$ cat src/rtl/alu_pkg.sv
// Shared types for the ALU comparison path: compare op codes (which are
// also the select encoding of the downstream 6:1 result mux) and the
// sequencer state type.
package alu_pkg;

    typedef enum logic [2:0] {
        CMP_EQ  = 3'd2,
        CMP_NE  = 3'd3,
        CMP_LT  = 3'd4,
        CMP_GE  = 3'd5,
        CMP_LTU = 3'd6,
        CMP_GEU = 3'd7
    } cmp_op_t;

    typedef enum logic [1:0] {
        IDLE = 2'd0,
        BUSY = 2'd1,
        DONE = 2'd2
    } cmp_state_t;

    // Codes 0 and 1 are not compare ops; they complete without a compare.
    function automatic logic op_is_valid(input logic [2:0] op);
        return op >= CMP_EQ;
    endfunction

endpackage

$ cat src/rtl/alu_cmp_seq_if.sv
// Request/result bundle between the comparison requester, the sequential
// comparator and the result mux. master = requester/consumer side,
// slave = comparator side.
interface alu_cmp_seq_if #(
    parameter int N = 8
);
    logic         in_valid;
    logic         in_ready;
    logic [2:0]   op;
    logic [N-1:0] a;
    logic [N-1:0] b;
    logic         flush;
    logic         out_valid;
    logic         out_ready;
    logic [2:0]   sel;
    logic [N-1:0] d0;
    logic [N-1:0] d1;
    logic [N-1:0] d2;
    logic [N-1:0] d3;
    logic [N-1:0] d4;
    logic [N-1:0] d5;

    modport master (
        output in_valid, op, a, b, flush, out_ready,
        input  in_ready, out_valid, sel, d0, d1, d2, d3, d4, d5
    );

    modport slave (
        input  in_valid, op, a, b, flush, out_ready,
        output in_ready, out_valid, sel, d0, d1, d2, d3, d4, d5
    );
endinterface

$ cat src/rtl/alu_cmp_seq_chunk.sv
// cmp_chunk: combinational W-bit unsigned magnitude compare of one chunk.
module cmp_chunk #(
    parameter int W = 2
) (
    input  logic [W-1:0] a,
    input  logic [W-1:0] b,
    output logic         lt,
    output logic         gt
);
    assign lt = (a < b);
    assign gt = (a > b);
endmodule

$ cat src/rtl/alu_cmp_seq.sv
// alu_cmp_seq: sequential MSB-first comparator feeding the 6:1 compare
// result mux. CHUNK bits are compared per BUSY cycle; the first differing
// chunk freezes the unsigned decision. Signed ordering is derived from the
// operand sign bits plus the unsigned decision.
//
// Build option: define CMP_EARLY_EXIT_EN to leave BUSY on the first
// differing chunk; otherwise BUSY always lasts N/CHUNK cycles.
//
// N must be a multiple of CHUNK.
//
// state | meaning
// IDLE  | waiting for a request, in_ready high
// BUSY  | walking chunks MSB-first, decision frozen at first difference
// DONE  | results presented with out_valid until out_ready
module alu_cmp_seq #(
    parameter int N     = 8,
    parameter int CHUNK = 2
) (
    input  logic        clk,
    input  logic        rst_n,
    alu_cmp_seq_if.slave bus
);
    import alu_pkg::*;

    localparam int NCH = N / CHUNK;
    localparam int IW  = (NCH > 1) ? $clog2(NCH) : 1;

    cmp_state_t   state, state_n;
    // Operands are shifted left each BUSY cycle so the active chunk is
    // always the top CHUNK bits; the sign bits are kept separately.
    logic [N-1:0] a_sh, a_sh_n;
    logic [N-1:0] b_sh, b_sh_n;
    logic         sa, sa_n;
    logic         sb, sb_n;
    logic [2:0]   op_q, op_n;
    logic [2:0]   sel_q, sel_n;
    logic [IW-1:0] idx, idx_n;
    logic         lt_u, lt_u_n;
    logic         gt_u, gt_u_n;
    logic [5:0]   d_q, d_n;

    logic         c_lt, c_gt;
    logic         undecided;
    logic         lt_u_c, gt_u_c;
    logic         eq_c, lt_s_c;
    logic         leave;

    cmp_chunk #(.W(CHUNK)) u_chunk (
        .a  (a_sh[N-1 -: CHUNK]),
        .b  (b_sh[N-1 -: CHUNK]),
        .lt (c_lt),
        .gt (c_gt)
    );

    assign undecided = !lt_u && !gt_u;
    assign lt_u_c    = lt_u || (undecided && c_lt);
    assign gt_u_c    = gt_u || (undecided && c_gt);
    assign eq_c      = !lt_u_c && !gt_u_c;
    assign lt_s_c    = (sa != sb) ? sa : lt_u_c;

`ifdef CMP_EARLY_EXIT_EN
    assign leave = (idx == '0) || (undecided && (c_lt || c_gt));
`else
    assign leave = (idx == '0);
`endif

    // Next-state and next-register values; flush overrides everything.
    always_comb begin
        state_n = state;
        a_sh_n  = a_sh;
        b_sh_n  = b_sh;
        sa_n    = sa;
        sb_n    = sb;
        op_n    = op_q;
        sel_n   = sel_q;
        idx_n   = idx;
        lt_u_n  = lt_u;
        gt_u_n  = gt_u;
        d_n     = d_q;

        if (bus.flush) begin
            state_n = IDLE;
            a_sh_n  = '0;
            b_sh_n  = '0;
            sa_n    = 1'b0;
            sb_n    = 1'b0;
            op_n    = '0;
            sel_n   = '0;
            idx_n   = '0;
            lt_u_n  = 1'b0;
            gt_u_n  = 1'b0;
            d_n     = '0;
        end else begin
            case (state)
                IDLE: begin
                    if (bus.in_valid) begin
                        op_n = bus.op;
                        if (op_is_valid(bus.op)) begin
                            a_sh_n  = bus.a;
                            b_sh_n  = bus.b;
                            sa_n    = bus.a[N-1];
                            sb_n    = bus.b[N-1];
                            idx_n   = IW'(NCH - 1);
                            lt_u_n  = 1'b0;
                            gt_u_n  = 1'b0;
                            state_n = BUSY;
                        end else begin
                            // Non-compare codes complete immediately with
                            // all-zero results.
                            sel_n   = bus.op;
                            d_n     = '0;
                            state_n = DONE;
                        end
                    end
                end
                BUSY: begin
                    lt_u_n = lt_u_c;
                    gt_u_n = gt_u_c;
                    a_sh_n = a_sh << CHUNK;
                    b_sh_n = b_sh << CHUNK;
                    if (idx != '0) begin
                        idx_n = idx - IW'(1);
                    end
                    if (leave) begin
                        d_n     = {!lt_u_c, lt_u_c, !lt_s_c, lt_s_c, !eq_c, eq_c};
                        sel_n   = op_q;
                        state_n = DONE;
                    end
                end
                DONE: begin
                    if (bus.out_ready) begin
                        state_n = IDLE;
                    end
                end
                default: begin
                    state_n = IDLE;
                end
            endcase
        end
    end

    // State and datapath registers.
    always_ff @(posedge clk or negedge rst_n) begin
        if (!rst_n) begin
            state <= IDLE;
            a_sh  <= '0;
            b_sh  <= '0;
            sa    <= 1'b0;
            sb    <= 1'b0;
            op_q  <= '0;
            sel_q <= '0;
            idx   <= '0;
            lt_u  <= 1'b0;
            gt_u  <= 1'b0;
            d_q   <= '0;
        end else begin
            state <= state_n;
            a_sh  <= a_sh_n;
            b_sh  <= b_sh_n;
            sa    <= sa_n;
            sb    <= sb_n;
            op_q  <= op_n;
            sel_q <= sel_n;
            idx   <= idx_n;
            lt_u  <= lt_u_n;
            gt_u  <= gt_u_n;
            d_q   <= d_n;
        end
    end

    assign bus.in_ready  = (state == IDLE);
    assign bus.out_valid = (state == DONE);
    assign bus.sel       = sel_q;
    assign bus.d0        = N'(d_q[0]);
    assign bus.d1        = N'(d_q[1]);
    assign bus.d2        = N'(d_q[2]);
    assign bus.d3        = N'(d_q[3]);
    assign bus.d4        = N'(d_q[4]);
    assign bus.d5        = N'(d_q[5]);

endmodule

$ cat src/flat_wrapper.sv
// flat-port wrapper written by rule: the top's interface ports become plain ports
module alu_cmp_seq_flat import alu_pkg::*;
#(
    parameter int N     = 8,
    parameter int CHUNK = 2
)
  (clk, rst_n, bus_in_valid, bus_op, bus_a, bus_b, bus_flush, bus_out_ready, bus_in_ready, bus_out_valid, bus_sel, bus_d0, bus_d1, bus_d2, bus_d3, bus_d4, bus_d5);
  alu_cmp_seq_if #(.N(N)) bus_i ();
  input  logic clk;
  input  logic rst_n;
  input wire logic [$bits(bus_i.in_valid)-1:0] bus_in_valid;
  input wire logic [$bits(bus_i.op)-1:0] bus_op;
  input wire logic [$bits(bus_i.a)-1:0] bus_a;
  input wire logic [$bits(bus_i.b)-1:0] bus_b;
  input wire logic [$bits(bus_i.flush)-1:0] bus_flush;
  input wire logic [$bits(bus_i.out_ready)-1:0] bus_out_ready;
  output wire logic [$bits(bus_i.in_ready)-1:0] bus_in_ready;
  output wire logic [$bits(bus_i.out_valid)-1:0] bus_out_valid;
  output wire logic [$bits(bus_i.sel)-1:0] bus_sel;
  output wire logic [$bits(bus_i.d0)-1:0] bus_d0;
  output wire logic [$bits(bus_i.d1)-1:0] bus_d1;
  output wire logic [$bits(bus_i.d2)-1:0] bus_d2;
  output wire logic [$bits(bus_i.d3)-1:0] bus_d3;
  output wire logic [$bits(bus_i.d4)-1:0] bus_d4;
  output wire logic [$bits(bus_i.d5)-1:0] bus_d5;
  assign bus_i.in_valid = bus_in_valid;
  assign bus_i.op = bus_op;
  assign bus_i.a = bus_a;
  assign bus_i.b = bus_b;
  assign bus_i.flush = bus_flush;
  assign bus_i.out_ready = bus_out_ready;
  assign bus_in_ready = bus_i.in_ready;
  assign bus_out_valid = bus_i.out_valid;
  assign bus_sel = bus_i.sel;
  assign bus_d0 = bus_i.d0;
  assign bus_d1 = bus_i.d1;
  assign bus_d2 = bus_i.d2;
  assign bus_d3 = bus_i.d3;
  assign bus_d4 = bus_i.d4;
  assign bus_d5 = bus_i.d5;
  alu_cmp_seq #(.N(N), .CHUNK(CHUNK)) u_core (.clk(clk), .rst_n(rst_n), .bus(bus_i));
endmodule
$ cat config.mk
export PLATFORM = sky130hd
export DESIGN_NAME = alu_cmp_seq_flat
export DESIGN_NICKNAME = d
export VERILOG_FILES = /design/src/rtl/alu_pkg.sv /design/src/rtl/alu_cmp_seq_if.sv /design/src/rtl/alu_cmp_seq_chunk.sv /design/src/rtl/alu_cmp_seq.sv /design/src/flat_wrapper.sv
export SDC_FILE = /design/constraint.sdc
export NUM_CORES = 1
export LEC_CHECK = 0
export BUFFER_PORTS_ARGS = -buffer_cell sky130_fd_sc_hd__buf_2
export CAP_MARGIN = 10
export CORE_UTILIZATION = 44
export DETAILED_ROUTE_END_ITERATION = 12
export HOLD_SLACK_MARGIN = 0.15
export PLACE_DENSITY_LB_ADDON = 0.2
export SLEW_MARGIN = 20
export SYNTH_ARGS = -nofsm -noshare
export SYNTH_HDL_FRONTEND = slang
export SYNTH_SLANG_ARGS = --single-unit
$ cat constraint.sdc
create_clock -name clk -period 1.7 [get_ports clk]
set_clock_uncertainty 0.15 [all_clocks]
set_input_delay 0 -clock clk [delete_from_list [all_inputs] [get_ports clk]]
set_output_delay 0 -clock clk [all_outputs]
set_load 0.1 [all_outputs]
=== Word level (Yosys, flattened, before mapping) ===
Index checks and enable logic that the tools add are counted.

* Output and inout port bits: 53
* Logic and storage cells: 96
* Bits in registers: 36
* Input bits: 24

* Reductions and logical operators: 25
* $lt $le $gt $ge: 3
* Mux-type cells: 47
* Add/sub/neg operators: 1
* Equal/unequal tests: 9

{| class="wikitable"
|+ Operators by type and width
! cell !! count
|-
| $mux W8 || 6
|-
| $pmux W8 S2 || 2
|-
| $mux W6 || 4
|-
| $mux W3 || 7
|-
| $mux W2 || 9
|-
| $mux W1 || 13
|-
| $pmux W6 S2 || 1
|-
| $ne A3 B2 Y1 const B || 3
|-
| $ne A3 B3 Y1 const B || 3
|-
| $reduce_and A3 Y1 || 3
|-
| $reduce_and A4 Y1 || 2
|-
| $reduce_bool A2 Y1 || 4
|-
| $logic_not A1 Y1 || 6
|-
| $pmux W2 S3 || 1
|-
| $pmux W3 S2 || 1
|-
| $logic_and A1 B1 Y1 || 4
|-
| $logic_not A2 Y1 || 2
|-
| $pmux W1 S2 || 2
|-
| $pmux W2 S2 || 1
|-
| $ge A3 B2 Y1 const B || 1
|-
| $reduce_bool A3 Y1 || 1
|-
| $eq A2 B1 Y1 const B || 1
|-
| $eq A2 B2 Y1 const B || 1
|-
| $gt A2 B2 Y1 || 1
|-
| other kinds (5) || 6
|}

=== Longest topological paths before layout ===
Gate-level depths: netlist of the first run.

* Depth in word-level cells: 10
* Gate-level depth with buffers: 6
* Gate-level depth less buffers: 6

=== Hierarchy ===
From an unflattened synthesis of the first run, not the netlist that was laid out.

* Cell total of the unflattened synthesis: 213
* Area, all modules: 2,159.6 µm²

{| class="wikitable"
|+ By module, submodules not included
! module !! sequential area each (µm²) !! area each (µm²) !! cells each !! instances
|-
| alu_cmp_seq || 900.9 || 2,094.5 || 206 || 1
|-
| cmp_chunk || 0.0 || 65.1 || 7 || 1
|}

=== Worst setup path before layout of the first run ===
No wires, ideal clock.

* Kind: reg-to-reg
* Start point: register u_core.state[0]
* End point: register u_core.state[1]
* Required time: 1,473 ps
* Stages on the path, launching flop included: 5
* Period minus slack after synthesis: 2,395 ps
* Setup time: 77 ps
* Arrival: 2,168 ps
* Setup slack: -695 ps
* Buffers on the path: 1
* Path through: dfrtp_1 -> buf_6 -> nor2b_1 -> a21oi_1 -> nor2_1

* Word-level cells in the longest chain between the ends: 3
* Elaborated cells between the ends (all ways): 9
* Those cells by class: eq/ne (5); mux (2); reduce/logical (2)

{| class="wikitable"
|+ Ends and longest elaborated chain
! element !! RTL line !! text
|-
| start: declaration || alu_cmp_seq.sv:28 || <nowiki>cmp_state_t state, state_n;</nowiki>
|-
| start signal: assignment || alu_cmp_seq.sv:157 || <nowiki>state <= state_n;</nowiki>
|-
| $eq A2 B2 Y1 * || n/a ||
|-
| via bus_out_valid || flat_wrapper.sv:18 || <nowiki>output wire logic [$bits(bus_i.out_valid)-1:0] bus_out_valid;</nowiki>
|-
| $ne A3 B3 Y1 (no source line) or $pmux W2 S3 (tied branches) || n/a ||
|-
| $reduce_and A3 Y1 (no source line) or $mux W2 (tied branches) || n/a ||
|}

The timed path passes the listed nets; every way through them passes the cells marked *.
A chain may end at the register's enable or synchronous reset.

=== Worst setup path after layout of the first run ===
* Start point: register u_core.state[0]
* End point: register u_core.sel_q[0] (netlist: u_core.bus.sel[0])

* Word-level cells in the longest chain between the ends: 3
* Elaborated cells between the ends (all ways): 9
* Those cells by class: eq/ne (4); mux (2); reduce/logical (3)

{| class="wikitable"
|+ Ends and longest elaborated chain
! element !! RTL line !! text
|-
| $eq A2 B1 Y1 or $logic_not A2 Y1 (tied branches) || alu_cmp_seq.sv:94 || <nowiki>case (state)</nowiki>
|-
| $ne A3 B2 Y1 (no source line) (tied with other cells) || n/a ||
|-
| $reduce_and A4 Y1 (no source line) or $mux W3 (tied branches) || n/a ||
|-
| end signal: assignment || alu_cmp_seq.sv:163 || <nowiki>sel_q <= sel_n;</nowiki>
|-
| end: declaration || alu_cmp_seq.sv:36 || <nowiki>logic [2:0] sel_q, sel_n;</nowiki>
|}

Parallel ways exist; a longest one is shown, timed or not.

==> reports/qor.yml, run 1 <==
outcome:
  outcome: "complete, but fails checks"
  violations: "design-rule violations, negative setup slack"
sta:
  final-max-slew-violation-count: 0
  finalCritPeriodShare_pct: 100.2
  setup_viol: 1
  holdWs_ns: 0.1632
  rsz0062_at_grt: "yes"
  relSlewSlack_pct: 57.08
  period_minus_slack_ns: 1.703
  fmax_mhz: 587.4
  final_hold_viol_count: 0
  tightestPinTransition_ns: 0.6417
  worst_slack_ns: -0.002560
place:
  numPortBuffers: 34
  place_congestion: 0.7307
  placed_cells: 297
  dp_slack_ns: -0.05895
  hpwl_microns: 2597
clock_tree:
  insertion_delay_ns: 0.29
  cts_buffers: 5
  clk_path_buf_depth: 2
  root_buffer: "clkbuf_8"
  htreeDepth: 2
  path_clk_slew_ns: 0.07
  clkSinkCount: 36
  cts_tree: "yes"
global_route:
  grt_max_degree: 37
  grt_pass1_vias: 1496
  antenna_found_initial: 0
  grt_overflow: 0
  grt_pass1_wl_microns: 6893
  track_usage_pct: 18.11
synth:
  synth_area_sq_um: 2069
  synth.largest_area_cell: "dfrtp_1"
  async_flop_share_pct: 100.0
  synth-edff-count: 0
  synth_ff_type: "dfrtp_1"
  yosys-top-cells-count: "buf_4, dfrtp_1, nor2_1"
  ys_seq_area_share_pct: 43.53
  synth_cells: 206
  yosys_warnings: 0
  ys_seq_elements: 36
  yosysTopAreaCellShare_pct: 43.53
  ys_types: 37
  synth.area.top_cells: "dfrtp_1, buf_4, mux2i_1"
  yosysMostFrequentCell: "buf_4"
  syn_avg_cell_area_sq_um: 10.05
finish:
  nNetsFinal: 305
  final_util_pct: 60.75
  area_growth_pct: 30.47
  fin_cells: 330
  drive_above_1_share_pct: 26.26
  diodes: 0
route:
  ant_nets: 0
  drc: 11
  first_pass_iters: 8
  viasPerCell: 4.667
  wl_microns: 4110
  wl_per_cell_microns: 12.45
  vias: 1540
  drtIter0Drc: 93
die:
  die_h_microns: 70.58
  core_sq_um: 4444
  io_pins: 77
  die_x_microns: 70.58
  initial_utilization_pct: 46.57
  dieArea_sq_um: 4982
  rows: 24
power:
  powerDensity_nw_per_um2: 1039
  power.switching_mw: 1.167
  clkPwrFrac_pct: 23.3
  p_leak_nw: 1.334
  p_sw_share_pct: 41.59
  seqPwrFrac_pct: 35.1
  power.total_mw: 2.807
  p_comb_share_pct: 41.6
  power.internal_mw: 1.639
  ir_drop_mv: 0.4705
setup_path:
  cp_slowest_cell: "or4b_4"
  cp-end-kind: "flop"
  rrSetupSlack_ns: -0.003
  path_cells: "or4b_4 -> a21oi_4 -> nor2_4 -> a221o_1"
  worstPathRequired_ns: 1.72
  critical_path_arrival_ns: 1.73
  cp_max_fo: 9
  path_class: "reg -> reg"
  start_kind: "flop"
  max_stage_delay_ns: 0.50
worst_hold_path:
  hold_class: "in -> reg"
job:
  drv_cap: 0
state kept, by name, summed over array words and instances, names as in the netlist:
signal	cells
u_core.sb	1
u_core.gt_u	1
u_core.bus.sel	3
u_core.lt_u	1
u_core.a_sh	8
u_core.d_q	6
u_core.op_q	3
u_core.b_sh	8
u_core.state	2
u_core.sa	1
u_core.idx	2
worst paths after layout:
path                                                 endpoint  depth (start not counted)                        start
worst max-delay path            u_core.bus.sel[0]$_DFFE_PN0P_                          4  u_core.state[0]$_DFFE_PN0P_
worst min-delay path              u_core.state[1]$_DFFE_PN0P_                          6                    bus_op[1]
worst max register to register  u_core.bus.sel[0]$_DFFE_PN0P_                          4  u_core.state[0]$_DFFE_PN0P_
worst min register to register      u_core.d_q[0]$_DFFE_PN0P_                          1    u_core.d_q[0]$_DFFE_PN0P_
max in group asynchronous          u_core.b_sh[7]$_DFFE_PN0P_                          4                        rst_n
min in group asynchronous          u_core.op_q[2]$_DFFE_PN0P_                          4                        rst_n
cells in the final DEF, fill, tap and decap left out, types with 2 or more instances in the layout:
master,Yosys,final
nor3_1,4,4
dfrtp_1,36,36
a22o_1,5,5
nor2_4,0,2
inv_1,9,8
nand2_1,3,2
nor2_1,28,27
buf_12,0,3
a211oi_1,13,13
conb_1,1,42
buf_2,2,32
dlygate4sd3_1,0,26
and2_1,4,4
a21oi_1,4,3
o2bb2ai_1,3,3
nor3b_2,1,2
mux2i_1,21,21
clkbuf_8,0,7
buf_4,42,15
ha_4,0,2
through the flow:
stage                TNS (ns)  area, sq um
finish              -0.002560         2700
global route          -0.1585         2700
CTS                         0         2656
detailed placement    -0.1250         2293
global placement            0         2293
floorplan             -0.1211         2256
kinds of logic (layout without fill, tap and decap cells):
group	count (synthesis)	after routing	synth area share [%]
buf+inv	61	92	19.23
flops	36	36	43.53
mux	22	22	10.70
simple gates	50	50	12.33
other cells	1	42	0.1812
fa+ha+maj	4	4	2.298
compound gates	32	32	11.73
critical path, delay by kind of cell (launching register included):
kind | cells | cell delay (ns)
compound gates | 2 | 0.47
simple gates | 2 | 0.59
flops | 1 | 0.38
final cells by class:
| type | count | area (sq um) |
|---|---|---|
| tap | 52 | 65.06 |
| clock buffer | 7 | 96.34 |
| fill | 393 | 1744 |
| sequential | 36 | 900.9 |
| timing repair buffer | 76 | 593.1 |
| multi-input combinational | 150 | 1011 |
| inverter | 9 | 33.78 |
repair_timing:
item,in CTS,in global routing
pin swaps,0,1
resized for setup,2,8
endpoints found under the setup margin,3,9
endpoints found under the hold margin,62,0
buffers inserted,0,0
hold buffers,26,0
per-layer routing:
layer	routed length, microns	vias up	global-route usage, %
met2	1989	47	29.34
li1	-	763	-
met3	171	9	4.986
met4	81	0	8.222
met1	1867	721	22.81
met5	0	-	0
power groups by stage:
stage	registers [mW]	logic (mW)	clock network [mW]
finish	0.985	1.17	0.654
global route	0.993	1.24	0.714
CTS	0.979	1.13	0.682
detailed placement	0.994	1.07	0
global placement	0.992	1.07	0
floorplan	1.07	0.850	0
No activity file was read; power rests on OpenSTA's default activity.
==> inputs of run 2 (changes only) <==
--- a/config.mk
+++ b/config.mk
@@ -5,9 +5,10 @@
 export SDC_FILE = /design/constraint.sdc
 export NUM_CORES = 1
 export LEC_CHECK = 0
+export ABC_AREA = 1
 export BUFFER_PORTS_ARGS = -buffer_cell sky130_fd_sc_hd__buf_2
 export CAP_MARGIN = 10
-export CORE_UTILIZATION = 44
+export CORE_UTILIZATION = 45
 export DETAILED_ROUTE_END_ITERATION = 12
 export HOLD_SLACK_MARGIN = 0.15
 export PLACE_DENSITY_LB_ADDON = 0.2
==> reports/qor.yml, run 2 <==
route:
  ant_nets: 0
  first_pass_iters: 6
  drc: 0
  wl_microns: 3914
  wl_per_cell_microns: 10.11
  vias: 1730
  drtIter0Drc: 104
  viasPerCell: 4.470
setup_path:
  cp-end-kind: "flop"
  start_kind: "flop"
  critical_path_arrival_ns: 1.58
  cp_slowest_cell: "dfrtp_1"
  cp_num_buf_inv: 1
  worstPathRequired_ns: 1.71
  cp_max_fo: 15
  max_stage_delay_ns: 0.43
  path_class: "reg -> reg"
  path_cells: "nor2_2 -> nand2_1 -> nor2_4 -> nor2_8 -> buf_4 -> nand3_1 -> o21ai_0"
  critical_path.top_delay_family: "simple AND/OR/NAND/NOR gates"
sta:
  rsz0062_at_grt: "no"
  fmax_mhz: 639.0
  setup_viol: 0
  period_minus_slack_ns: 1.565
  holdWs_ns: 0.3257
  final_hold_viol_count: 0
  final-max-slew-violation-count: 0
  finalCritPeriodShare_pct: 92.06
place:
  place_congestion: 0.7590
  numPortBuffers: 34
  postPlaceCellArea_sq_um: 2200
  placed_cells: 351
  hpwl_microns: 2698
finish:
  layout_commonest_cell: "nand2_1"
  drive_above_1_share_pct: 18.51
  top_regs: "u_core.a_sh (8), u_core.b_sh (8), u_core.d_q (6)"
  fin_area_sq_um: 2570
  final_util_pct: 57.83
  diodes: 0
  area_growth_pct: 20.26
  fin_cells: 387
  mostFrequentLayoutCells: "nand2_1, conb_1, o21ai_0, dfrtp_1"
  nNetsFinal: 361
power:
  p_leak_nw: 1.366
  power.total_mw: 3.814
  seqPwrFrac_pct: 31.7
  p_sw_share_pct: 51.67
  power.switching_mw: 1.971
  clkPwrFrac_pct: 16.3
  p_comb_share_pct: 52.0
  powerDensity_nw_per_um2: 1484
  power.internal_mw: 1.844
  ir_drop_mv: 0.8173
global_route:
  grt_pass1_wl_microns: 6844
  grt_overflow: 0
  antenna_found_initial: 0
  grt_pass1_vias: 1562
  track_usage_pct: 17.50
  grt_max_degree: 37
synth:
  ys_types: 22
  ys_seq_area_share_pct: 42.15
  synth.largest_area_cell: "dfrtp_1"
  synth.area.top_cells: "dfrtp_1, buf_4, nand2_1"
  synth_ff_type: "dfrtp_1"
  synth-edff-count: 0
  synth_area_sq_um: 2137
  yosys-top-cells-count: "nand2_1, buf_4, o21ai_0"
  yosysMostFrequentCell: "nand2_1"
  yosys_warnings: 0
  synth_cells: 268
  async_flop_share_pct: 100.0
  ys_seq_elements: 36
  syn_avg_cell_area_sq_um: 7.974
  yosysTopAreaCellShare_pct: 42.15
clock_tree:
  clkSinkCount: 36
  htreeDepth: 2
  cts_tree: "yes"
  insertion_delay_ns: 0.29
  root_buffer: "clkbuf_8"
  path_clk_slew_ns: 0.07
  cts_buffers: 5
  clk_path_buf_depth: 2
die:
  initial_utilization_pct: 48.09
  die_x_microns: 70.91
  dieArea_sq_um: 5028
  rows: 24
  core_sq_um: 4444
  io_pins: 77
  die_h_microns: 70.91
outcome:
  outcome: "finished clean"
worst_hold_path:
  hold_class: "reg -> reg"
job:
  drv_cap: 0
## run 2: stage by stage
stage	TNS [ns]	setup slack [ns]
2_1_floorplan	-2.767	-0.1585
3_5_place_dp	0	0.1387
6_report	0	0.1350
5_1_grt	0	0.02310
3_3_place_gp	0	0.1557
4_1_cts	0	0.01671
## run 2: area by class of cell
type | count | area [sq um]
multi-input combinational | 189 | 898.4
fill | 419 | 1874
timing repair buffer | 66 | 473.0
tap | 52 | 65.06
clock buffer | 8 | 90.09
sequential | 36 | 902.1
inverter | 36 | 141.4
## run 2: metal layers
| metal | track usage (%) | wire, microns | vias up |
|---|---|---|---|
| li1 | - | - | 889 |
| met4 | 7.333 | 72 | 0 |
| met1 | 22.17 | 1760 | 780 |
| met2 | 29.06 | 1930 | 55 |
| met3 | 3.846 | 150 | 6 |
| met5 | 0 | 0 | - |
## run 2: final timing paths
| check | from | end | slack, ns | depth (start not counted) |
|---|---|---|---|---|
| setup / recovery | u_core.state[1]$_DFFE_PN0P_ | u_core.a_sh[0]$_DFFE_PN0P_ | 0.13 | 7 |
| hold / removal | u_core.d_q[5]$_DFFE_PN0P_ | u_core.d_q[5]$_DFFE_PN0P_ | 0.33 | 2 |
| setup reg to reg | u_core.state[1]$_DFFE_PN0P_ | u_core.a_sh[0]$_DFFE_PN0P_ | 0.13 | 7 |
| hold reg to reg | u_core.d_q[5]$_DFFE_PN0P_ | u_core.d_q[5]$_DFFE_PN0P_ | 0.33 | 2 |
| max in group asynchronous | rst_n | u_core.a_sh[5]$_DFFE_PN0P_ | 0.38 | 4 |
| min in group asynchronous | rst_n | u_core.op_q[0]$_DFFE_PN0P_ | 0.68 | 4 |
## run 2: kinds of logic after synthesis
group                      count (synthesis)  share of synthesized area (%)
other                                      1                         0.1755
AOI/OAI and AO/OA                         53                          12.65
buffers and inverters                     84                          23.65
and+or+nand+nor                           91                          19.61
DFF                                       36                          42.15
adders and majority gates                  3                          1.757
## run 2: tightest hold or removal path: cells and delay by family, from the launching register on
family           cells  cell delay, ns
flip-flops           1            0.34
AND/OR/NAND/NOR      2            0.10
## run 2: power groups by stage
stage	clock [mW]	combinational [mW]	sequential, mW
2_1_floorplan	0	1.41	1.55
3_3_place_gp	0	1.93	1.22
4_1_cts	0.646	1.99	1.21
5_1_grt	0.683	2.18	1.24
6_report	0.621	1.99	1.21
3_5_place_dp	0	1.94	1.22
## run 2: timing repair
action / CTS / global route
endpoints found under the hold margin: 65 / 0
gates resized for setup: 0 / 5
endpoints found under the setup margin: 0 / 18
hold buffers: 25 / 0
setup buffers: 0 / 3
==> inputs of run 3 (changes only) <==
--- a/config.mk
+++ b/config.mk
@@ -11,7 +11,7 @@
 export CORE_UTILIZATION = 45
 export DETAILED_ROUTE_END_ITERATION = 12
 export HOLD_SLACK_MARGIN = 0.15
-export PLACE_DENSITY_LB_ADDON = 0.2
+export PLACE_DENSITY = 0.88
 export SLEW_MARGIN = 20
 export SYNTH_ARGS = -nofsm -noshare
 export SYNTH_HDL_FRONTEND = slang
==> reports/qor.yml, run 3 (synthesis gave the netlist of run 2 again) <==
outcome:
  outcome: "finished clean"
route:
  ant_nets: 0
  top_layer: "met4"
  drtIter0Drc: 118
  wl_met1_microns: 1761
  drc: 0
  viasPerCell: 4.614
  wl_microns: 4176
  wl_met2_microns: 2140
  wl_met3_microns: 202
  first_pass_iters: 6
  wl_per_cell_microns: 10.90
  vias: 1767
clock_tree:
  cts_tree: "yes"
  cts_setup_buffers: 0
  root_buffer: "clkbuf_8"
  clk_path_buf_depth: 2
  cts_buffers: 5
  path_clk_slew_ns: 0.07
  clkSinkCount: 36
  insertion_delay_ns: 0.29
  htreeDepth: 2
global_route:
  grt_max_degree: 37
  grt_pass1_vias: 1624
  grt_pass1_wl_microns: 6824
  grt_overflow: 0
  track_usage_pct: 17.71
  antenna_found_initial: 0
finish:
  diodes: 0
  drive_above_1_share_pct: 18.13
  nNetsFinal: 357
  mostFrequentLayoutCells: "nand2_1, conb_1, o21ai_0, inv_1, dfrtp_1"
  n_fill_cell: 394
  top_regs: "u_core.a_sh (8), u_core.b_sh (8), u_core.d_q (6)"
  area_growth_pct: 20.37
  fin_cells: 383
  layout_commonest_cell: "nand2_1"
sta:
  final_hold_viol_count: 0
  relSlewSlack_pct: 48.18
  finalCritPeriodShare_pct: 92.33
  fmax_mhz: 637.1
  holdWs_ns: 0.1741
  period_minus_slack_ns: 1.570
  final-max-slew-violation-count: 0
  rsz0062_at_grt: "no"
  tightestPinTransition_ns: 0.7774
  setup_viol: 0
power:
  powerDensity_nw_per_um2: 1550
  p_leak_nw: 1.369
  power.total_mw: 3.988
  ir_drop_mv: 0.7257
worst_hold_path:
  hold_class: "in -> async"
setup_path:
  reg2reg_to: "u_core.b_sh[3]$_DFFE_PN0P_"
  crit_top_cell: "nand2_1"
  max_stage_delay_ns: 0.44
  critical_path_arrival_ns: 1.62
  rr_worst_depth: 6
  cp_slowest_cell: "dfrtp_1"
  cp_max_fo: 21
  crit_path_start: "u_core.state[1]$_DFFE_PN0P_"
  path_class: "reg -> reg"
  start_kind: "flop"
  path_cells: "nand2_1 -> nand2_4 -> nor2_8 -> buf_12 -> nand2_1 -> o21ai_0"
  timing.rr.start: "u_core.state[1]$_DFFE_PN0P_"
  rrSetupSlack_ns: 0.13
  worstPathRequired_ns: 1.75
  cp-end-kind: "flop"
  crit_end: "u_core.b_sh[3]$_DFFE_PN0P_"
die:
  initial_utilization_pct: 48.09
  dieArea_sq_um: 5028
  rows: 24
  die_h_microns: 70.91
  die_x_microns: 70.91
  io_pins: 77
  core_sq_um: 4444
place:
  hpwl_microns: 2935
  numPortBuffers: 34
  placed_cells: 351
  place_congestion: 0.8201
job:
  drv_cap: 0
-- run 3: timing repair --
action / 4_1_cts / 5_1_grt
endpoints found under the setup margin: 0 / 6
hold endpoints to repair: 64 / 0
resized for setup: 0 / 3
hold buffers: 24 / 0
-- run 3: worst max-delay path: cells and delay by family (launching register included) --
family                 cells  cell delay, ns
AND/OR/NAND/NOR            4            0.64
buffers and inverters      1            0.17
flip-flops                 1            0.44
AO/OA/AOI/OAI              1            0.08
-- run 3: area by class of cell --
cell class              instances  area, sq um  area share, %
repair buffers                 62        452.9          17.61
multi-input cells             189        909.6          35.36
clock inverters                 2        35.03          1.362
well taps                      52        65.06          2.529
inverters                      36        135.1          5.253
flip-flops and latches         36        902.1          35.07
clock buffers                   6        72.57          2.821
-- run 3: per-layer routing --
layer	GRT usage, %	up-vias
met5	0	-
met4	8.889	0
met3	4.843	6
met1	21.50	824
met2	29.06	56
li1	-	881
-- run 3: how the worst min path moves through the flow --
stage	from	endpoint	slack, ns	depth (start not counted)
5_1_grt	rst_n	u_core.d_q[4]$_DFFE_PN0P_	0.25	2
6_report	rst_n	u_core.d_q[0]$_DFFE_PN0P_	0.17	2
3_5_place_dp	rst_n	u_core.d_q[3]$_DFFE_PN0P_	-0.02	1
3_3_place_gp	rst_n	u_core.d_q[3]$_DFFE_PN0P_	-0.03	1
4_1_cts	rst_n	u_core.b_sh[0]$_DFFE_PN0P_	0.20	2
2_1_floorplan	rst_n	u_core.a_sh[0]$_DFFE_PN0P_	-0.45	0
-- run 3: per-stage QoR --
stage | util, % | TNS [ns] | setup slack [ns] | area, sq um
4_1_cts | 57.60 | 0 | 0.1004 | 2560
2_1_floorplan | - | -2.767 | -0.1585 | 2305
3_5_place_dp | 49.77 | 0 | 0.1080 | 2212
5_1_grt | 57.88 | 0 | 0.01667 | 2572
6_report | 57.88 | 0 | 0.1304 | 2572
3_3_place_gp | 49.77 | 0 | 0.1727 | 2212
-- run 3: power breakdown --
group	leakage [nW]	switching, mW	total [mW]	internal (mW)
logic	0.838	1.60	2.04	0.436
clock network	0.0552	0.303	0.738	0.435
registers	0.476	0.120	1.21	1.09
total	1.37	2.02	3.99	1.96
